**src/rtl/inject_queue.sv**
```systemverilog
// Per-client injection FIFO feeding a Hoplite router; offers the head packet only while token is high.
// Optional statistics counters are enabled with `define INJECT_QUEUE_STATS_EN.
module inject_queue #(
    parameter int DATA_W = 32,
    parameter int DEPTH  = 4,
    parameter int CNT_W  = 16
) (
    input  logic                     clk,
    input  logic                     rst,
    input  logic                     s_valid,
    input  logic [DATA_W-1:0]        s_data,
    output logic                     s_ready,
    input  logic                     token,
    output logic                     ack,
    output logic                     o_valid,
    output logic [DATA_W-1:0]        o_data,
    input  logic                     o_ready,
`ifdef INJECT_QUEUE_STATS_EN
    output logic [CNT_W-1:0]         inj_cnt,
    output logic [CNT_W-1:0]         tok_stall_cnt,
    output logic [CNT_W-1:0]         full_cnt,
`endif
    output logic [$clog2(DEPTH):0]   level
);

    localparam int PTR_W = $clog2(DEPTH);
    localparam int LVL_W = PTR_W + 1;
    localparam logic [LVL_W-1:0] FULL_LVL = LVL_W'(DEPTH);

    logic [DATA_W-1:0] mem [DEPTH];
    logic [PTR_W-1:0]  wr_ptr;
    logic [PTR_W-1:0]  rd_ptr;
    logic              full;
    logic              empty;
    logic              push;
    logic              pop;

    assign full    = (level == FULL_LVL);
    assign empty   = (level == '0);
    assign s_ready = !full;
    assign push    = s_valid && s_ready && rst;

    // Gated by rst so no token is consumed while the queue is being flushed.
    assign o_valid = !empty && token && rst;
    assign pop     = o_valid && o_ready;
    assign ack     = pop;

    // Empty head reads as zero so never-written memory cannot leak X downstream.
    assign o_data  = empty ? '0 : mem[rd_ptr];

    always_ff @(posedge clk) begin
        if (push) begin
            mem[wr_ptr] <= s_data;
        end
    end

    always_ff @(posedge clk) begin
        if (!rst) begin
            wr_ptr <= '0;
            rd_ptr <= '0;
            level  <= '0;
        end else begin
            if (push) begin
                wr_ptr <= wr_ptr + PTR_W'(1);
            end
            if (pop) begin
                rd_ptr <= rd_ptr + PTR_W'(1);
            end
            if (push && !pop) begin
                level <= level + LVL_W'(1);
            end else if (pop && !push) begin
                level <= level - LVL_W'(1);
            end
        end
    end

`ifdef INJECT_QUEUE_STATS_EN
    always_ff @(posedge clk) begin
        if (!rst) begin
            inj_cnt       <= '0;
            tok_stall_cnt <= '0;
            full_cnt      <= '0;
        end else begin
            if (ack && (inj_cnt != '1)) begin
                inj_cnt <= inj_cnt + CNT_W'(1);
            end
            if (!empty && !token && (tok_stall_cnt != '1)) begin
                tok_stall_cnt <= tok_stall_cnt + CNT_W'(1);
            end
            if (s_valid && full && (full_cnt != '1)) begin
                full_cnt <= full_cnt + CNT_W'(1);
            end
        end
    end
`endif

endmodule

```
**config.mk**
```make
export PLATFORM = sky130hd
export DESIGN_NAME = inject_queue
export DESIGN_NICKNAME = d
export VERILOG_FILES = /design/src/rtl/inject_queue.sv
export SDC_FILE = /design/constraint.sdc
export NUM_CORES = 1
export LEC_CHECK = 0
export BUFFER_PORTS_ARGS = -buffer_cell sky130_fd_sc_hd__buf_2
export CORE_AREA = 2 2 102 104
export DETAILED_ROUTE_END_ITERATION = 12
export DIE_AREA = 0 0 104 106
export PLACE_DENSITY_LB_ADDON = 0.25
export SLEW_MARGIN = 20
export SYNTH_ARGS = -nofsm -noshare
export SYNTH_HDL_FRONTEND = slang
export SYNTH_SLANG_ARGS = --single-unit
```
**constraint.sdc**
```tcl
create_clock -name clk -period 3.3 [get_ports clk]
set_input_delay 0.495 -clock clk [delete_from_list [all_inputs] [get_ports clk]]
set_output_delay 0.495 -clock clk [all_outputs]
set_load 0.005 [all_outputs]
```
### Yosys cells after proc, flatten, opt, wreduce, memory -nomap -nowiden

Memories as Yosys holds them, arrays and structs flattened. A register that Yosys moved wholly into a read port is not among the register bits.
Index checks and enable logic that the tools add are counted.

| word-level totals | value |
|---|---|
| memory bits (writable) | 128 |
| register bits | 7 |
| logic and storage cells | 29 |
| output and inout port bits | 38 |
| memories | 1 |

Memories:

| name | words | width | rd ports | clocked after memory_dff | wr ports | line | source |
|---|---|---|---|---|---|---|---|
| mem | 4 | 32 | 1 | 1 | 1 | 30 | `logic [DATA_W-1:0] mem [DEPTH];` |

| operators by class | value |
|---|---|
| $add $sub $neg | 4 |
| multiplexer cells | 7 |
| equal/unequal tests | 1 |
| reductions and logical operators | 13 |

Operators with widths:

| operator | count |
|---|---|
| 32-bit 2-to-1 mux | 1 |
| 1-bit logical AND | 7 |
| 3-bit 2-to-1 mux | 2 |
| 2-bit by 1-bit adder with 2-bit output, second input constant | 2 |
| 1-bit zero test | 4 |
| 2-bit 2-to-1 mux | 2 |
| 3-bit by 1-bit adder with 3-bit output, second input constant | 1 |
| 3-bit == test, second input constant | 1 |
| 3-bit zero test | 1 |
| 3-bit by 1-bit subtractor with 3-bit output, second input constant | 1 |
| 1-bit 2-to-1 mux | 2 |
| 2-bit nonzero test | 1 |

### Longest topological paths before layout

Gate-level depths: netlist of run 1.

| logic depth | value |
|---|---|
| depth after elaboration | 8 |
| depth in mapped cells | 9 |
| mapped depth without buffers | 9 |

### Least setup slack after synthesis of run 1

OpenSTA, ideal clock, no wires.

| timing path | value |
|---|---|
| kind | register -> register |
| start | register level[0] |
| end | register level[2] |
| stages on the path, launching flop included | 10 |
| setup time | 0.070 ns |
| path slack | 1.031 ns |
| arrival | 2.199 ns |
| path buffers | 0 |
| data required time | 3.230 ns |
| cells stage by stage | dfxtp_1 > nor2_1 > a21boi_1 > and2_1 > ha_1 > inv_1 > fa_1 > xor2_1 > or3_1 > a21oi_1 |

| between the ends | value |
|---|---|
| elaborated cells between the ends (all ways) | 18 |

RTL lines:

| item | line | source |
|---|---|---|
| start: declaration | 23 | `output logic [$clog2(DEPTH):0] level` |
| start signal: assignment | 70 | `level <= level + LVL_W'(1);` |
| start signal: assignment | 72 | `level <= level - LVL_W'(1);` |
| 3-bit == test * | 38 | `assign full = (level == FULL_LVL);` |
| 1-bit zero test * | 40 | `assign s_ready = !full;` |
| 1-bit logical AND * (2 in a row) | 41 | `assign push = s_valid && s_ready && rst;` |
| named net push | 35 | `logic push;` |
| 1-bit zero test | 71 | `end else if (pop && !push) begin` |
| 1-bit logical AND | 71 |  |
| 2-bit nonzero test (no line) | -- |  |

Mark *: on every way through the listed nets, which the timed path passes. The rest lies on a longest branch. The select of a mux whose other input is x is not followed.
A chain may end at the register's enable or synchronous reset.

==> flow_results.xml, run 1 <==
<?xml version="1.0" encoding="UTF-8"?>
<metrics>
  <group name="cells_and_area">
    <metric name="layout.cells.most_common" unit="">sky130_fd_sc_hd__edfxtp_1</metric>
    <metric name="antenna-diode-count" unit="">0</metric>
    <metric name="final-seq-area" unit="mm2">0.00403</metric>
    <metric name="area_growth_from_synthesis_to_layout" unit="%">20.6</metric>
    <metric name="design.final.nets" unit="">388</metric>
    <metric name="post_route_cells_drive_above_1_share" unit="">0.406</metric>
    <metric name="final.fill_count" unit="">723</metric>
    <metric name="multi_input_comb_area" unit="mm2">0.00122</metric>
    <metric name="layout_common_cells" unit="">128 x sky130_fd_sc_hd__edfxtp_1, 74 x sky130_fd_sc_hd__buf_2, 33 x sky130_fd_sc_hd__and2_1, 30 x sky130_fd_sc_hd__mux4_2, 16 x sky130_fd_sc_hd__clkbuf_16</metric>
    <metric name="utilization" unit="">0.646</metric>
  </group>
  <group name="global_routing">
    <metric name="most_used_routing_layer_in_global_routing" unit="">met2</metric>
    <metric name="grt_first_pass_wirelength" unit="um">14600</metric>
    <metric name="grt.overflow.total" unit="">0</metric>
    <metric name="grt_max_degree" unit="">34</metric>
    <metric name="gr-usage-met3" unit="">0.0472</metric>
    <metric name="groute.layer.met2.usage" unit="">0.299</metric>
    <metric name="vias_in_the_first_global_route" unit="">2735</metric>
    <metric name="groute.usage.overall" unit="">0.180</metric>
    <metric name="global_route.usage.met1" unit="">0.231</metric>
    <metric name="grt_antenna_before_repair" unit="">0</metric>
  </group>
  <group name="clock_network">
    <metric name="clk_root_buffer_cell" unit="">sky130_fd_sc_hd__clkbuf_8</metric>
    <metric name="cts_tree" unit="">yes</metric>
    <metric name="clock_insertion_delay_at_the_later_pin_of_the_skew_report" unit="ns">0.51</metric>
    <metric name="post_cts_resized" unit="">0</metric>
    <metric name="cts_num_sinks" unit="">137</metric>
    <metric name="numCtsBuffers" unit="">17</metric>
    <metric name="post_cts.repair.setup_buffers" unit="">0</metric>
    <metric name="cts_hold_buf" unit="">0</metric>
    <metric name="ctsHtreeMaxLevel" unit="">4</metric>
    <metric name="clock_tree.buffer_depth" unit="">2</metric>
    <metric name="clk_pin_slew_worst_paths" unit="ns">0.06</metric>
  </group>
  <group name="sta">
    <metric name="timing.final.crit_share" unit="">0.843</metric>
    <metric name="timing_hold_violations_final" unit="">0</metric>
    <metric name="rsz0062_at_grt" unit="">no</metric>
    <metric name="max_slew.worst_pin.slew" unit="ns">0.832</metric>
    <metric name="final-setup-viol-count" unit="">0</metric>
    <metric name="totalNegativeSetupSlack" unit="ns">0</metric>
    <metric name="skew" unit="ns">0.00762</metric>
    <metric name="finalCriticalPeriod" unit="ns">2.78</metric>
    <metric name="slew_viol_final" unit="">0</metric>
    <metric name="max-slew-margin-rel" unit="">0.445</metric>
    <metric name="achievable-frequency" unit="MHz">359</metric>
  </group>
  <group name="route">
    <metric name="via_count" unit="">2659</metric>
    <metric name="ant_nets" unit="">0</metric>
    <metric name="drt_iter0_drc" unit="">265</metric>
    <metric name="finalWirelength" unit="um">9200</metric>
    <metric name="detail_route.drc_violations" unit="">0</metric>
    <metric name="post_drt_via_cell_ratio" unit="">5.39</metric>
    <metric name="drt-pass1-iter-count" unit="">5</metric>
    <metric name="wl_per_cell" unit="um">18.7</metric>
  </group>
  <group name="setup_path">
    <metric name="worst-setup-path-type" unit="">reg -&gt; out</metric>
    <metric name="startpoint_type" unit="">register</metric>
    <metric name="timing.critical_path.required" unit="ns">2.80</metric>
    <metric name="critical_path_arrival" unit="ns">2.29</metric>
    <metric name="critical_path.endpoint_type" unit="">output port</metric>
    <metric name="critical_path.max_fanout" unit="">22</metric>
  </group>
  <group name="hold_path">
    <metric name="hold_path_class" unit="">in -&gt; reg</metric>
  </group>
  <group name="die">
    <metric name="core-area" unit="mm2">0.0100</metric>
    <metric name="die_width" unit="um">104</metric>
    <metric name="core.rowCount" unit="">37</metric>
    <metric name="height_of_the_die" unit="um">106</metric>
    <metric name="initial_utilization" unit="">0.536</metric>
    <metric name="floorplan.die_area" unit="mm2">0.0110</metric>
    <metric name="pin_count" unit="">75</metric>
  </group>
  <group name="placed_design">
    <metric name="gp_congestion" unit="">0.674</metric>
    <metric name="hpwlAfterDp" unit="um">5350</metric>
    <metric name="port_buffers" unit="">74</metric>
  </group>
  <group name="run">
    <metric name="timing.max_cap.violations" unit="">0</metric>
  </group>
  <group name="synth">
    <metric name="synthCells" unit="">257</metric>
    <metric name="postSynthRegisterBits" unit="">137</metric>
    <metric name="synth_net_count" unit="">300</metric>
    <metric name="yosysSeqAreaShare" unit="">0.751</metric>
    <metric name="yosys_warnings" unit="">0</metric>
    <metric name="synth_cell_types" unit="">25</metric>
    <metric name="area_share_of_the_leading_cell_type_in_the_synthesized_netlist" unit="">0.717</metric>
    <metric name="synth.area.top_cells" unit="">sky130_fd_sc_hd__edfxtp_1 72%, sky130_fd_sc_hd__mux4_2 13%, sky130_fd_sc_hd__and2_1 3.9%</metric>
    <metric name="synthDominantAreaCellType" unit="">sky130_fd_sc_hd__edfxtp_1</metric>
    <metric name="post_synth.cell_area_avg" unit="um2">20.8</metric>
    <metric name="synth.cell_area" unit="mm2">0.00536</metric>
  </group>
  <group name="run_status">
    <metric name="run_status" unit="">completed</metric>
  </group>
  <group name="pwr">
    <metric name="vdd_ir_drop_max" unit="uV">500</metric>
    <metric name="net-switching-power" unit="mW">0.957</metric>
    <metric name="pwr-share-comb" unit="">0.115</metric>
    <metric name="portion_of_total_power_attributed_to_sequential_cells" unit="">0.459</metric>
    <metric name="pwr-share-clk" unit="">0.426</metric>
    <metric name="internal_power" unit="mW">3.46</metric>
    <metric name="report.power.total" unit="mW">4.41</metric>
    <metric name="power.switching_fraction" unit="">0.217</metric>
    <metric name="cellLeakagePower" unit="nW">2.30</metric>
    <metric name="cellPowerDensity" unit="mW/mm2">683</metric>
  </group>
</metrics>
==> worst max-delay path, cell delays in order (launching register included) <==
cell,delay [ns]
sky130_fd_sc_hd__dfxtp_2,0.60
sky130_fd_sc_hd__buf_12,0.28
sky130_fd_sc_hd__mux4_1,0.59
sky130_fd_sc_hd__and2_1,0.18
sky130_fd_sc_hd__buf_2,0.13
==> routing by layer <==
layer | vias to the layer above | part of all wire | routed length, um
met2 | 84 | 0.51 | 4740
met5 | - | 0 | 0
li1 | 1198 | - | -
met1 | 1369 | 0.42 | 3870
met4 | 0 | 0.011 | 99
met3 | 8 | 0.054 | 498
==> cells in the mapped netlist, drive strengths merged <==
| library cell | instances |
|---|---|
| a21boi | 1 |
| a21oi | 2 |
| and2 | 33 |
| and3 | 5 |
| buf | 7 |
| clkbuf | 4 |
| dfxtp | 9 |
| edfxtp | 128 |
| fa | 1 |
| ha | 5 |
| inv | 5 |
| mux2i | 3 |
| mux4 | 32 |
| nand2 | 5 |
| nand3 | 1 |
| nor2 | 5 |
| nor3 | 1 |
| o21ai | 2 |
| o311ai | 1 |
| or2 | 1 |
| or3 | 3 |
| xor2 | 3 |
==> final timing paths <==
| check | slack, ns | start | cells past startpoint | to |
|---|---|---|---|---|
| worst min register to register | 0.50 | rd_ptr[1]$_SDFFE_PN0P_ | 2 | register |
| worst max register to register | 0.81 | level[0]$_SDFFE_PN0P_ | 9 | level[2]$_SDFFE_PN0P_ |
| worst min-delay path | 0.20 | s_data[4] | 1 | mem[3][4]$_DFFE_PP_ |
| worst max-delay path | 0.52 | register | 4 | o_data[0] |
==> power by group through the flow <==
stage / combinational (mW) / clock (mW) / sequential (mW)
final: 0.507 / 1.88 / 2.03
after global routing: 0.562 / 1.99 / 2.03
after CTS: 0.519 / 1.91 / 2.03
after detailed placement: 0.516 / 0 / 2.06
after global placement: 0.513 / 0 / 2.06
after floorplan: 0.326 / 0 / 2.04
==> registers in the layout, indices dropped and copies added (netlist names), named ones only <==
signal	flops
wr_ptr	2
level	3
mem	128
rd_ptr	2
==> cell families after synthesis <==
family          count (synthesis)  share of synthesized area
mux                            35                      0.142
compound gates                  6                    0.00677
xor+xnor                        3                    0.00491
buf+inv                        16                     0.0224
fa+ha+maj                       6                     0.0154
simple gates                   54                     0.0579
flops                         137                      0.751
==> layout make-up <==
cell class                      count  area share
Sequential cell                   137       0.623
Multi-Input combinational cell    104       0.189
Timing Repair Buffer               80      0.0662
Clock buffer                       19      0.0653
Clock inverter                     12      0.0273
Tap cell                          136      0.0263
Inverter                            5     0.00291
==> stage by stage <==
step / cells / area, um2 / hold slack (ns) / setup slack, ns
6_report: 493 / 6460 / 0.202 / 0.517
5_1_grt: 493 / 6460 / 0.184 / 0.358
4_1_cts: 493 / 6460 / 0.184 / 0.449
3_5_place_dp: 462 / 5860 / 0.489 / 0.831
3_3_place_gp: 462 / 5860 / 0.464 / 0.883
2_1_floorplan: 257 / 5360 / 0.459 / 1.03
Power figures use the tool's default switching activity.
==> inputs of run 2 (changes only) <==
Settings changed: CORE_AREA 2 2 102 104 to 2 2 106 108, DIE_AREA 0 0 104 106 to 0 0 108 110.
Clock period 3.3 ns to 2.5 ns, I/O delays scaled along.
==> flow_results.xml, run 2 (synthesis results as in run 1) <==
<?xml version="1.0" encoding="UTF-8"?>
<metrics>
  <group name="run_status">
    <metric name="run_status" unit="">completed</metric>
  </group>
  <group name="placed_design">
    <metric name="port_buffers" unit="">74</metric>
    <metric name="post_dp_cell_area" unit="mm2">0.00597</metric>
    <metric name="gp_congestion" unit="">0.738</metric>
    <metric name="post-place-cells" unit="">473</metric>
    <metric name="hpwlAfterDp" unit="um">5630</metric>
    <metric name="dp_slack" unit="ns">0.0996</metric>
  </group>
  <group name="die">
    <metric name="core.rowCount" unit="">38</metric>
    <metric name="core-area" unit="mm2">0.0107</metric>
    <metric name="pin_count" unit="">75</metric>
    <metric name="die_width" unit="um">108</metric>
    <metric name="floorplan.die_area" unit="mm2">0.0119</metric>
    <metric name="initial_utilization" unit="">0.501</metric>
    <metric name="height_of_the_die" unit="um">110</metric>
  </group>
  <group name="clock_network">
    <metric name="ctsHtreeMaxLevel" unit="">4</metric>
    <metric name="clk_root_buffer_cell" unit="">sky130_fd_sc_hd__clkbuf_8</metric>
    <metric name="post_cts.repair.setup_buffers" unit="">0</metric>
    <metric name="cts_num_sinks" unit="">137</metric>
    <metric name="clk_pin_slew_worst_paths" unit="ns">0.06</metric>
    <metric name="numCtsBuffers" unit="">17</metric>
    <metric name="cts_tree" unit="">yes</metric>
    <metric name="clock_insertion_delay_at_the_later_pin_of_the_skew_report" unit="ns">0.51</metric>
    <metric name="clock_tree.buffer_depth" unit="">2</metric>
  </group>
  <group name="global_routing">
    <metric name="grt_max_degree" unit="">34</metric>
    <metric name="grt_antenna_before_repair" unit="">0</metric>
    <metric name="grt.overflow.total" unit="">0</metric>
    <metric name="vias_in_the_first_global_route" unit="">2789</metric>
    <metric name="groute.usage.overall" unit="">0.170</metric>
    <metric name="grt_first_pass_wirelength" unit="um">14300</metric>
  </group>
  <group name="setup_path">
    <metric name="critical_path.endpoint_type" unit="">output port</metric>
    <metric name="startpoint_type" unit="">register</metric>
    <metric name="path_buf_inv" unit="">2</metric>
    <metric name="critical_path_arrival" unit="ns">2.01</metric>
    <metric name="r2r_cells" unit="">8</metric>
    <metric name="critPathMaxStageDelay" unit="ns">0.55</metric>
    <metric name="critical_path.reg2reg.endpoint" unit="">level[2]$_SDFFE_PN0P_</metric>
    <metric name="worst_path_dominant_cell_family" unit="">multiplexers</metric>
    <metric name="reg2reg_setup_slack" unit="ns">0.21</metric>
    <metric name="cpMaxStageDelayCell" unit="">sky130_fd_sc_hd__mux4_1</metric>
    <metric name="path_cells" unit="">buf_12, mux4_1, and2_1, buf_2</metric>
    <metric name="worst_r2r_startpoint" unit="">level[0]$_SDFFE_PN0P_</metric>
    <metric name="timing.critical_path.required" unit="ns">2.12</metric>
    <metric name="worst-setup-path-type" unit="">reg -&gt; out</metric>
    <metric name="critical_path.max_fanout" unit="">16</metric>
  </group>
  <group name="sta">
    <metric name="achievable-frequency" unit="MHz">420</metric>
    <metric name="setup_slack" unit="ns">0.117</metric>
    <metric name="finalCriticalPeriod" unit="ns">2.38</metric>
    <metric name="rsz0062_at_grt" unit="">no</metric>
    <metric name="skew" unit="ns">0.0130</metric>
    <metric name="slew_viol_final" unit="">0</metric>
    <metric name="max-slew-margin-rel" unit="">0.710</metric>
    <metric name="final-setup-viol-count" unit="">0</metric>
    <metric name="totalNegativeSetupSlack" unit="ns">0</metric>
    <metric name="timing.final.crit_share" unit="">0.953</metric>
    <metric name="timing_hold_violations_final" unit="">0</metric>
    <metric name="max_slew.worst_pin.slew" unit="ns">0.435</metric>
  </group>
  <group name="cells_and_area">
    <metric name="area_growth_from_synthesis_to_layout" unit="%">21.8</metric>
    <metric name="final.fill_count" unit="">788</metric>
    <metric name="design.final.nets" unit="">395</metric>
    <metric name="layout_common_cells" unit="">128 x sky130_fd_sc_hd__edfxtp_1, 74 x sky130_fd_sc_hd__buf_2, 33 x sky130_fd_sc_hd__and2_1, 30 x sky130_fd_sc_hd__mux4_2, 16 x sky130_fd_sc_hd__clkbuf_16</metric>
    <metric name="layout.cells.most_common" unit="">sky130_fd_sc_hd__edfxtp_1</metric>
    <metric name="instances_no_fill" unit="">504</metric>
    <metric name="antenna-diode-count" unit="">0</metric>
    <metric name="post_route_cells_drive_above_1_share" unit="">0.409</metric>
    <metric name="multi_input_comb_area" unit="mm2">0.00122</metric>
    <metric name="final-seq-area" unit="mm2">0.00403</metric>
    <metric name="largest_register_ff_count" unit="">128</metric>
    <metric name="largest_register" unit="">mem</metric>
    <metric name="design_area" unit="mm2">0.00653</metric>
    <metric name="reg_top3" unit="">mem: 128 flops, level: 3 flops</metric>
  </group>
  <group name="route">
    <metric name="ant_nets" unit="">0</metric>
    <metric name="wirelength_met1" unit="um">3850</metric>
    <metric name="met2_wirelength" unit="um">4900</metric>
    <metric name="finalWirelength" unit="um">9260</metric>
    <metric name="via_count" unit="">2644</metric>
    <metric name="drt-pass1-iter-count" unit="">4</metric>
    <metric name="drt_iter0_drc" unit="">181</metric>
    <metric name="detail_route.drc_violations" unit="">0</metric>
    <metric name="dr_wl_met3" unit="um">388</metric>
    <metric name="topRoutingLayerUsed" unit="">met4</metric>
    <metric name="post_drt_via_cell_ratio" unit="">5.25</metric>
    <metric name="wl_per_cell" unit="um">18.4</metric>
  </group>
  <group name="pwr">
    <metric name="power.switching_fraction" unit="">0.215</metric>
    <metric name="pwr-share-clk" unit="">0.409</metric>
    <metric name="net-switching-power" unit="mW">1.22</metric>
    <metric name="vdd_ir_drop_max" unit="uV">475</metric>
    <metric name="pwr-share-comb" unit="">0.123</metric>
    <metric name="portion_of_total_power_attributed_to_sequential_cells" unit="">0.468</metric>
    <metric name="cellLeakagePower" unit="nW">2.35</metric>
    <metric name="internal_power" unit="mW">4.47</metric>
    <metric name="cellPowerDensity" unit="mW/mm2">872</metric>
  </group>
  <group name="hold_path">
    <metric name="hold_depth" unit="">1</metric>
    <metric name="hold_path_class" unit="">in -&gt; reg</metric>
    <metric name="min_to" unit="">mem[1][27]$_DFFE_PP_</metric>
    <metric name="min-delay-start" unit="">s_data[27]</metric>
  </group>
  <group name="run">
    <metric name="timing.max_cap.violations" unit="">0</metric>
  </group>
</metrics>
## run 2: final cells by class
type                    count  share of cell area
repair buffers             87              0.0813
clock inverters            11              0.0199
multi-input cells         104               0.187
clock buffers              20              0.0652
inverters                   5             0.00288
flip-flops and latches    137               0.617
well taps                 140              0.0268
## run 2: per-layer routing
layer / track usage / vias to the layer above
met5: 0 / -
met4: 0.0714 / 0
met3: 0.0476 / 12
met2: 0.294 / 61
met1: 0.201 / 1357
li1: - / 1214
## run 2: how the worst max path moves through the flow
stage | start | end | cells after the start
floorplan | level[0]$_SDFFE_PN0P_ | level[2]$_SDFFE_PN0P_ | 9
global placement | level[0]$_SDFFE_PN0P_ | level[2]$_SDFFE_PN0P_ | 8
detailed placement | level[0]$_SDFFE_PN0P_ | level[2]$_SDFFE_PN0P_ | 8
CTS | register | o_data[31] | 4
global route | register | o_data[31] | 4
finish | register | o_data[31] | 4
## run 2: worst reg2reg max path, cell delays in order, from the launching register on
cell and delay, ns:
sky130_fd_sc_hd__dfxtp_1 0.38, sky130_fd_sc_hd__o311ai_1 0.40, sky130_fd_sc_hd__or2_2 0.20, sky130_fd_sc_hd__ha_1 0.19, sky130_fd_sc_hd__inv_1 0.07, sky130_fd_sc_hd__fa_1 0.37
sky130_fd_sc_hd__xor2_1 0.16, sky130_fd_sc_hd__or3_1 0.31, sky130_fd_sc_hd__a21oi_1 0.15
## run 2: through the flow
stage | power [mW] | utilization | hold slack [ns]
3_3_place_gp | 3.41 | 0.558 | 0.469
2_1_floorplan | 3.12 | - | 0.459
6_report | 5.69 | 0.610 | 0.0827
5_1_grt | 5.93 | 0.610 | 0.0624
3_5_place_dp | 3.43 | 0.558 | 0.476
4_1_cts | 5.76 | 0.610 | 0.0646
## run 2: power groups by stage
stage / clock network (mW) / registers [mW] / logic, mW
3_3_place_gp: 0 / 2.70 / 0.708
4_1_cts: 2.37 / 2.66 / 0.726
5_1_grt: 2.48 / 2.67 / 0.778
2_1_floorplan: 0 / 2.69 / 0.431
3_5_place_dp: 0 / 2.71 / 0.723
6_report: 2.33 / 2.66 / 0.702
## run 2: timing repair
action	in CTS	in global routing
cloned	0	0
gates resized for setup	1	1
setup endpoints to repair	1	1
hold buffers	0	0
==> inputs of run 3 (changes only) <==
Settings changed: BUFFER_PORTS_ARGS -buffer_cell sky130_fd_sc_hd__buf_2 to -buffer_cell sky130_fd_sc_hd__buf_4, SLEW_MARGIN 20 to default.
==> flow_results.xml, run 3 (synthesis results as in run 1) <==
<?xml version="1.0" encoding="UTF-8"?>
<metrics>
  <group name="run_status">
    <metric name="run_status" unit="">completed</metric>
  </group>
  <group name="cells_and_area">
    <metric name="utilization" unit="">0.634</metric>
    <metric name="post_route_cells_drive_above_1_share" unit="">0.424</metric>
    <metric name="layout.cells.most_common" unit="">sky130_fd_sc_hd__edfxtp_1</metric>
    <metric name="layout_common_cells" unit="">128 x sky130_fd_sc_hd__edfxtp_1, 78 x sky130_fd_sc_hd__buf_4, 33 x sky130_fd_sc_hd__and2_1, 30 x sky130_fd_sc_hd__mux4_2, 16 x sky130_fd_sc_hd__clkbuf_16</metric>
    <metric name="final.fill_count" unit="">753</metric>
    <metric name="instances_no_fill" unit="">503</metric>
    <metric name="largest_register_ff_count" unit="">128</metric>
    <metric name="area_growth_from_synthesis_to_layout" unit="%">26.6</metric>
    <metric name="reg_top3" unit="">mem: 128 flops, level: 3 flops</metric>
    <metric name="design.final.nets" unit="">393</metric>
    <metric name="antenna-diode-count" unit="">0</metric>
    <metric name="largest_register" unit="">mem</metric>
  </group>
  <group name="hold_path">
    <metric name="hold_path_class" unit="">in -&gt; reg</metric>
  </group>
  <group name="sta">
    <metric name="rsz0062_at_grt" unit="">no</metric>
    <metric name="timing.final.crit_share" unit="">0.947</metric>
    <metric name="max-slew-margin-rel" unit="">0.733</metric>
    <metric name="final-setup-viol-count" unit="">0</metric>
    <metric name="totalNegativeSetupSlack" unit="ns">0</metric>
    <metric name="timing_hold_violations_final" unit="">0</metric>
    <metric name="skew" unit="ns">0.00741</metric>
    <metric name="finalCriticalPeriod" unit="ns">2.37</metric>
    <metric name="max_slew.worst_pin.slew" unit="ns">0.401</metric>
    <metric name="holdWs" unit="ns">0.0682</metric>
    <metric name="achievable-frequency" unit="MHz">422</metric>
    <metric name="slew_viol_final" unit="">0</metric>
  </group>
  <group name="clock_network">
    <metric name="cts_num_sinks" unit="">137</metric>
    <metric name="cts_tree" unit="">yes</metric>
    <metric name="clk_root_buffer_cell" unit="">sky130_fd_sc_hd__clkbuf_8</metric>
    <metric name="cts_hold_buf" unit="">0</metric>
    <metric name="ctsHtreeMaxLevel" unit="">4</metric>
    <metric name="numCtsBuffers" unit="">17</metric>
    <metric name="clk_pin_slew_worst_paths" unit="ns">0.07</metric>
    <metric name="post_cts.repair.setup_buffers" unit="">0</metric>
    <metric name="clock_insertion_delay_at_the_later_pin_of_the_skew_report" unit="ns">0.50</metric>
    <metric name="clock_tree.buffer_depth" unit="">2</metric>
  </group>
  <group name="setup_path">
    <metric name="path_buf_inv" unit="">2</metric>
    <metric name="worst-setup-path-type" unit="">reg -&gt; out</metric>
    <metric name="timing.critical_path.required" unit="ns">2.12</metric>
    <metric name="startpoint_type" unit="">register</metric>
    <metric name="critical_path.endpoint_type" unit="">output port</metric>
    <metric name="critPathMaxStageDelay" unit="ns">0.55</metric>
    <metric name="critical_path.max_fanout" unit="">15</metric>
    <metric name="path_cells" unit="">buf_12, mux4_1, and2_1, buf_4</metric>
    <metric name="cpMaxStageDelayCell" unit="">sky130_fd_sc_hd__mux4_1</metric>
    <metric name="critical_path_arrival" unit="ns">1.99</metric>
    <metric name="worst_path_dominant_cell_family" unit="">multiplexers</metric>
  </group>
  <group name="global_routing">
    <metric name="vias_in_the_first_global_route" unit="">2808</metric>
    <metric name="grt.overflow.total" unit="">0</metric>
    <metric name="grt_first_pass_wirelength" unit="um">14600</metric>
    <metric name="grt_max_degree" unit="">26</metric>
    <metric name="groute.usage.overall" unit="">0.172</metric>
    <metric name="grt_antenna_before_repair" unit="">0</metric>
  </group>
  <group name="pwr">
    <metric name="cellLeakagePower" unit="nW">2.40</metric>
    <metric name="net-switching-power" unit="mW">1.38</metric>
    <metric name="power.switching_fraction" unit="">0.229</metric>
    <metric name="cellPowerDensity" unit="mW/mm2">888</metric>
    <metric name="vdd_ir_drop_max" unit="uV">479</metric>
    <metric name="pwr-share-comb" unit="">0.142</metric>
    <metric name="portion_of_total_power_attributed_to_sequential_cells" unit="">0.441</metric>
    <metric name="pwr-share-clk" unit="">0.417</metric>
    <metric name="report.power.total" unit="mW">6.02</metric>
    <metric name="internal_power" unit="mW">4.64</metric>
  </group>
  <group name="route">
    <metric name="via_count" unit="">2649</metric>
    <metric name="post_drt_via_cell_ratio" unit="">5.27</metric>
    <metric name="drt_iter0_drc" unit="">128</metric>
    <metric name="ant_nets" unit="">0</metric>
    <metric name="wl_per_cell" unit="um">18.7</metric>
    <metric name="finalWirelength" unit="um">9410</metric>
    <metric name="drt-pass1-iter-count" unit="">4</metric>
    <metric name="detail_route.drc_violations" unit="">0</metric>
  </group>
  <group name="die">
    <metric name="height_of_the_die" unit="um">110</metric>
    <metric name="pin_count" unit="">75</metric>
    <metric name="core-area" unit="mm2">0.0107</metric>
    <metric name="core.rowCount" unit="">38</metric>
    <metric name="die_width" unit="um">108</metric>
    <metric name="floorplan.die_area" unit="mm2">0.0119</metric>
    <metric name="initial_utilization" unit="">0.501</metric>
  </group>
  <group name="run">
    <metric name="timing.max_cap.violations" unit="">0</metric>
  </group>
  <group name="placed_design">
    <metric name="post-place-cells" unit="">470</metric>
    <metric name="gp_congestion" unit="">0.705</metric>
    <metric name="port_buffers" unit="">74</metric>
  </group>
</metrics>
-- run 3: layout make-up --
| class | count | area (um2) | share of cell area |
|---|---|---|---|
| Multi-Input combinational cell | 104 | 1220 | 0.180 |
| Tap cell | 140 | 175 | 0.0258 |
| Inverter | 5 | 18.8 | 0.00277 |
| Timing Repair Buffer | 85 | 733 | 0.108 |
| Sequential cell | 137 | 4030 | 0.594 |
| Clock buffer | 18 | 418 | 0.0616 |
| Clock inverter | 14 | 185 | 0.0273 |
-- run 3: worst reg2reg max path: cells and delay by family, from the launching register on --
family                     cells  cell delay (ns)
AOI/OAI and AO/OA              2             0.54
xor gates and xnor gates       1             0.16
adders and majority gates      2             0.55
buffers and inverters          1             0.06
DFF                            1             0.38
and+or+nand+nor                2             0.50
-- run 3: final timing paths --
| kind | startpoint | endpoint | slack [ns] | cells after the start |
|---|---|---|---|---|
| setup / recovery | register | o_data[31] | 0.13 | 4 |
| hold / removal | s_data[12] | mem[2][12]$_DFFE_PP_ | 0.07 | 1 |
| setup reg to reg | level[2]$_SDFFE_PN0P_ | level[2]$_SDFFE_PN0P_ | 0.24 | 8 |
| hold reg to reg | rd_ptr[1]$_SDFFE_PN0P_ | register | 0.48 | 2 |
-- run 3: timing repair --
item                       in CTS  in global routing
pin swaps                       0                  0
gates resized for setup         2                  2
setup endpoints to repair       3                 14
gates cloned                    1                  0
-- run 3: power by group through the flow --
stage               clock network [mW]  registers (mW)  logic (mW)
floorplan                            0            2.69       0.431
global placement                     0            2.70       0.833
detailed placement                   0            2.70       0.848
CTS                               2.55            2.66       0.877
global route                      2.65            2.67       0.935
finish                            2.51            2.66       0.853
-- run 3: metrics by stage --
step	setup slack [ns]	instance area (um2)
after global placement	0.225	6140
final	0.133	6780
after global routing	0.0232	6780
after floorplan	0.231	5360
after CTS	0.0249	6790
after detailed placement	0.124	6140
-- run 3: metal layers --
metal / part of all wire / wire length (um) / track usage / up-vias
li1: - / - / - / 1219
met1: 0.42 / 3970 / 0.212 / 1367
met2: 0.53 / 5000 / 0.297 / 56
met3: 0.038 / 355 / 0.0488 / 7
met4: 0.0090 / 85 / 0.0549 / 0
met5: 0 / 0 / 0 / -
